==> src/rtl/mem_access_ctrl.sv <==
// Memory-stage access controller: holds one load/store/halt request for LATENCY cycles.
// Optional misaligned-access rejection when MEM_ALIGN_CHECK_EN is defined.
module mem_access_ctrl #(
   parameter int unsigned LATENCY = 1,
   parameter int unsigned CNT_W   = 4
) (
   input  logic        clk,
   input  logic        rst,
   input  logic        req_valid,
   input  logic [15:0] req_addr,
   input  logic [15:0] req_wdata,
   input  logic        req_write,
   input  logic        req_read,
   input  logic        req_halt,
   input  logic        flush,
   input  logic [15:0] mem_rdata,
   output logic [15:0] mem_addr,
   output logic [15:0] mem_wdata,
   output logic        mem_write,
   output logic        mem_read,
   output logic        mem_halt,
   output logic        stall,
   output logic        rsp_valid,
   output logic [15:0] rsp_rdata,
   output logic        err,
   output logic        halted
);

   typedef enum logic [1:0] {StIdle, StAccess, StResp} state_e;

   state_e             state_q, state_d;
   logic [CNT_W-1:0]   cnt_q, cnt_d;
   logic [15:0]        addr_q, addr_d;
   logic [15:0]        wdata_q, wdata_d;
   logic               rd_q, rd_d;
   logic               wr_q, wr_d;
   logic               mhalt_q, mhalt_d;
   logic               halt_pend_q, halt_pend_d;
   logic               halted_q, halted_d;
   logic [15:0]        rdata_q, rdata_d;
   logic               err_q, err_d;

   logic accept, bad_rw, misalign, single, halt_only;

   always_comb begin
      bad_rw = req_read & req_write;
`ifdef MEM_ALIGN_CHECK_EN
      misalign = (req_read ^ req_write) & req_addr[0];
`else
      misalign = 1'b0;
`endif
      single    = (req_read ^ req_write) & ~misalign;
      halt_only = req_halt & ~req_read & ~req_write;
      // Reset gates accept so stall drops the moment rst goes low.
      accept    = rst && (state_q != StAccess) && req_valid && !flush && !halted_q &&
                  (req_read || req_write || req_halt);
   end

   always_ff @(posedge clk or negedge rst) begin
      if (!rst) begin
         state_q     <= StIdle;
         cnt_q       <= '0;
         addr_q      <= '0;
         wdata_q     <= '0;
         rd_q        <= 1'b0;
         wr_q        <= 1'b0;
         mhalt_q     <= 1'b0;
         halt_pend_q <= 1'b0;
         halted_q    <= 1'b0;
         rdata_q     <= '0;
         err_q       <= 1'b0;
      end else begin
         state_q     <= state_d;
         cnt_q       <= cnt_d;
         addr_q      <= addr_d;
         wdata_q     <= wdata_d;
         rd_q        <= rd_d;
         wr_q        <= wr_d;
         mhalt_q     <= mhalt_d;
         halt_pend_q <= halt_pend_d;
         halted_q    <= halted_d;
         rdata_q     <= rdata_d;
         err_q       <= err_d;
      end
   end

   always_comb begin
      state_d = state_q;
      unique case (state_q)
         StIdle, StResp: begin
            if (accept) state_d = single ? StAccess : StResp;
            else        state_d = StIdle;
         end
         StAccess: begin
            if (cnt_q == '0) state_d = StResp;
         end
         default: state_d = StIdle;
      endcase
   end

   always_comb begin
      cnt_d       = cnt_q;
      addr_d      = addr_q;
      wdata_d     = wdata_q;
      rd_d        = rd_q;
      wr_d        = wr_q;
      halt_pend_d = halt_pend_q;
      halted_d    = halted_q;
      rdata_d     = rdata_q;
      err_d       = err_q;
      if (accept) begin
         addr_d      = req_addr;
         wdata_d     = req_wdata;
         rd_d        = single & req_read;
         wr_d        = single & req_write;
         halt_pend_d = single & req_halt;
         cnt_d       = CNT_W'(LATENCY - 1);
         if (!single) begin
            // Error and halt-only requests respond next cycle without touching memory.
            err_d    = bad_rw | misalign;
            rdata_d  = '0;
            halted_d = halt_only;
         end
      end else if (state_q == StAccess) begin
         if (cnt_q == '0) begin
            rdata_d     = rd_q ? mem_rdata : 16'h0000;
            err_d       = 1'b0;
            rd_d        = 1'b0;
            wr_d        = 1'b0;
            halted_d    = halted_q | halt_pend_q;
            halt_pend_d = 1'b0;
         end else begin
            cnt_d = cnt_q - CNT_W'(1);
         end
      end
      // Dump strobe lands on the final access cycle, or immediately for a bare HALT.
      mhalt_d = (accept && halt_only) ||
                (state_d == StAccess && cnt_d == '0 && halt_pend_d);
   end

   always_comb begin
      stall     = accept || (state_q == StAccess);
      rsp_valid = (state_q == StResp);
      mem_addr  = addr_q;
      mem_wdata = wdata_q;
      mem_read  = rd_q;
      mem_write = wr_q;
      mem_halt  = mhalt_q;
      rsp_rdata = rdata_q;
      err       = err_q;
      halted    = halted_q;
   end

endmodule

==> config.mk <==
export PLATFORM = sky130hd
export DESIGN_NAME = mem_access_ctrl
export DESIGN_NICKNAME = d
export VERILOG_FILES = /design/src/rtl/mem_access_ctrl.sv
export SDC_FILE = /design/constraint.sdc
export NUM_CORES = 1
export LEC_CHECK = 0
export ABC_AREA = 1
export CAP_MARGIN = 20
export CORE_AREA = 2 2 75 130
export CTS_CLUSTER_DIAMETER = 30
export DETAILED_ROUTE_END_ITERATION = 10
export DIE_AREA = 0 0 77 132
export HOLD_SLACK_MARGIN = 0.15
export SYNTH_ARGS = -nofsm -noshare
export SYNTH_HDL_FRONTEND = slang
export SYNTH_SLANG_ARGS = --single-unit
==> constraint.sdc <==
create_clock -name clk -period 3.4 [get_ports clk]
set_clock_uncertainty 0.15 [all_clocks]
set_input_delay 0.34 -clock clk [delete_from_list [all_inputs] [get_ports clk]]
set_output_delay 0.34 -clock clk [all_outputs]
set_load 0.03 [all_outputs]
==> metrics <==
kind of critical path=in -> out; Fmax=364 MHz; MaxCap Viol Count=0; Gate Count Post-Synth=300; slew margin rel.=0.486; Setup WS pre-CTS=627 ps; Worst Path Max Fanout=9; post-synthesis mux area share=0; Worst R2R Path Depth=10; Synth Area in Simple Gates=0.305; H-Tree Depth=3; measured slew at the worst slew-check pin=770 ps; largest family of logic cells by synthesized area=simple AND/OR/NAND/NOR gates; n_diodes=0; sequential-to-total area share from yosys stat=0.565; #FFs+latches synth=60; leakage=2.09 nW; first-pass GRT wire length=11.7 mm; Startpoint Class=input pin; Cell Rows=46; remaining antenna violation count=0; Area Overhead vs Synth=56.3%; XOR/XNOR share of the synthesized area=0.00330; Initial Util=0.292; Synth Warn #=0; I/O Buffers=109; vias per cell=4.32; Pwr Total=0.00171 W; number of buffers created by CTS=9; Crit. End Element=output port; hold depth=2; FILL cells=948; die height=132 um; Sum Neg Setup Slack=0 ps; Overall Global Routing Usage=0.147; area fraction in compound gates after synthesis=0.0428; Post-CTS Setup Inserts=0; I/O Pins=110; Die X-Extent=77 um; DP Wirelength=5.28 mm; wire per inst=13.2 um; RePlAce Congestion=0.741; final setup margin=652 ps; Post-Syn Area=2660 um^2; DIE AREA=10200 um^2; Critical Path RT=2910 ps; Synth cell types=25; Nets=474; vias in the first global route=2408; layout cells sized above 1=0.105; worst IR drop on VDD=0.357 mV; outcome=completed; final worst path period share=0.808; pwr/cell area=412 nW/um^2; hold crit path type=reg -> reg; drt initial violations=69; fin cells=539; pin count of the biggest net entering global routing=61; Post-Synth Adder-Cell Area=0.0235; clock tree buffer depth=2; worst-skew pair later-pin latency=320 ps; Routed WL=7.10 mm; # DRC=0; grt ovf=0; final setup vio count=0; core area=9090 um^2; crit path DAT=2260 ps; Final min period=2750 ps; RSZ-0062 raised after global routing=no; Hold Violations, Final=0; Avg Synthesized Cell Area=8.86 um^2; clk root buf=clkbuf_16; iteration count of the initial detailed-routing pass=4; initial antenna violation count=0; Synthesized Nets=360; CTS clk-pin slew, worst paths=50 ps; CTS tree=built; dpl cells=522; Max Slew Vio Count=0; Sink Count=60; Vias=2331
registers in the layout, indices dropped and copies added, names as in the netlist:
name / flops
err: 1
rsp_rdata: 16
halted: 1
state_q: 2
mem_read: 1
mem_halt: 1
mem_write: 1
mem_wdata: 16
mem_addr: 16
halt_pend_q: 1
cnt_q: 4
kinds of logic after synthesis:
family	Yosys count
AO/OA/AOI/OAI	13
XOR/XNOR	1
adder cells (fa/ha/maj)	5
buffers and inverters	31
flip-flops	60
AND/OR/NAND/NOR	190
worst paths after layout:
| kind | from | to | slack (ps) |
|---|---|---|---|
| setup / recovery | req_write | stall | 650 |
| hold / removal | mem_wdata[4]$_DFFE_PN0N_ | mem_wdata[4]$_DFFE_PN0N_ | 320 |
| setup reg to reg | cnt_q[0]$_DFF_PN0_ | halted$_DFFE_PN0P_ | 1380 |
| hold reg to reg | mem_wdata[4]$_DFFE_PN0N_ | mem_wdata[4]$_DFFE_PN0N_ | 320 |
| max in group asynchronous | rst | rsp_rdata[12]$_DFFE_PN0P_ | 1950 |
| min in group asynchronous | rst | mem_wdata[12]$_DFFE_PN0N_ | 640 |
power by group:
group / internal [W] / switching (W) / leakage, nW / total (W)
Combinational: 0.0000589 / 0.0000340 / 1.11 / 0.0000929
Clock: 0.000601 / 0.000300 / 0.155 / 0.000901
Sequential: 0.000715 / 0 / 0.823 / 0.000715
critical path: stages:
cell	delay (ps)
clkdlybuf4s50_1	510
inv_1	90
ha_1	200
nand2_1	110
nand2_4	80
inv_2	80
nand2_4	100
nand2_1	90
clkdlybuf4s50_1	670
cells in the mapped netlist:
cell,n,area share
nand2_1,151,0.21
nor2_8,1,0.0075
o21ai_0,2,0.0038
a22o_1,1,0.0033
o21ai_4,1,0.0061
nand4_1,1,0.0024
nor3_1,1,0.0019
nand3_2,1,0.0038
nor2_2,1,0.0024
ha_1,5,0.024
inv_4,1,0.0024
nand2_2,3,0.0071
o21ai_2,8,0.026
inv_2,1,0.0014
nand3_1,18,0.034
nor2_4,3,0.013
buf_2,7,0.013
xor2_1,1,0.0033
buf_8,1,0.0056
nand2_4,2,0.0085
buf_6,3,0.013
inv_1,18,0.025
a21oi_2,1,0.0033
nor2_1,8,0.011
dfrtp_1,60,0.56
per-layer routing:
metal  vias up  track usage  part of all wire
li1       1148            -                 -
met1      1077        0.155              0.39
met2        88        0.262              0.53
met3        18       0.0377             0.050
met4         0       0.0813             0.028
met5         -            0                 0
placed cells by master (no fill, tap or decap), drive strengths merged, types with 4 or more instances in the layout:
| master | n |
|---|---|
| nand2 | 156 |
| clkdlybuf4s50 | 108 |
| dfrtp | 60 |
| inv | 20 |
| nand3 | 19 |
| nor2 | 13 |
| clkbuf | 11 |
| o21ai | 11 |
| ha | 5 |
| buf | 5 |
| clkinv | 4 |
area by class of cell:
| cell class | count | area [um^2] | area share |
|---|---|---|---|
| Sequential cell | 60 | 1500 | 0.362 |
| Clock inverter | 5 | 50.0 | 0.0121 |
| Clock buffer | 11 | 253 | 0.0609 |
| Multi-Input combinational cell | 209 | 995 | 0.240 |
| Timing Repair Buffer | 114 | 1130 | 0.271 |
| Inverter | 20 | 77.6 | 0.0187 |
| Tap cell | 120 | 150 | 0.0362 |
through the flow:
stage	area (um^2)	hold WS, ps	util
3_3_place_gp	3840	305	0.422
4_1_cts	4150	321	0.457
5_1_grt	4150	344	0.457
3_5_place_dp	3840	309	0.422
6_report	4150	315	0.457
2_1_floorplan	2660	-106	-
timing repair:
item	4_1_cts	5_1_grt
endpoints found under the setup margin	0	0
resized for setup	0	0
hold endpoints to repair	60	0
hold buffers	1	0
Note: power is estimated with default switching activity, not from simulation.
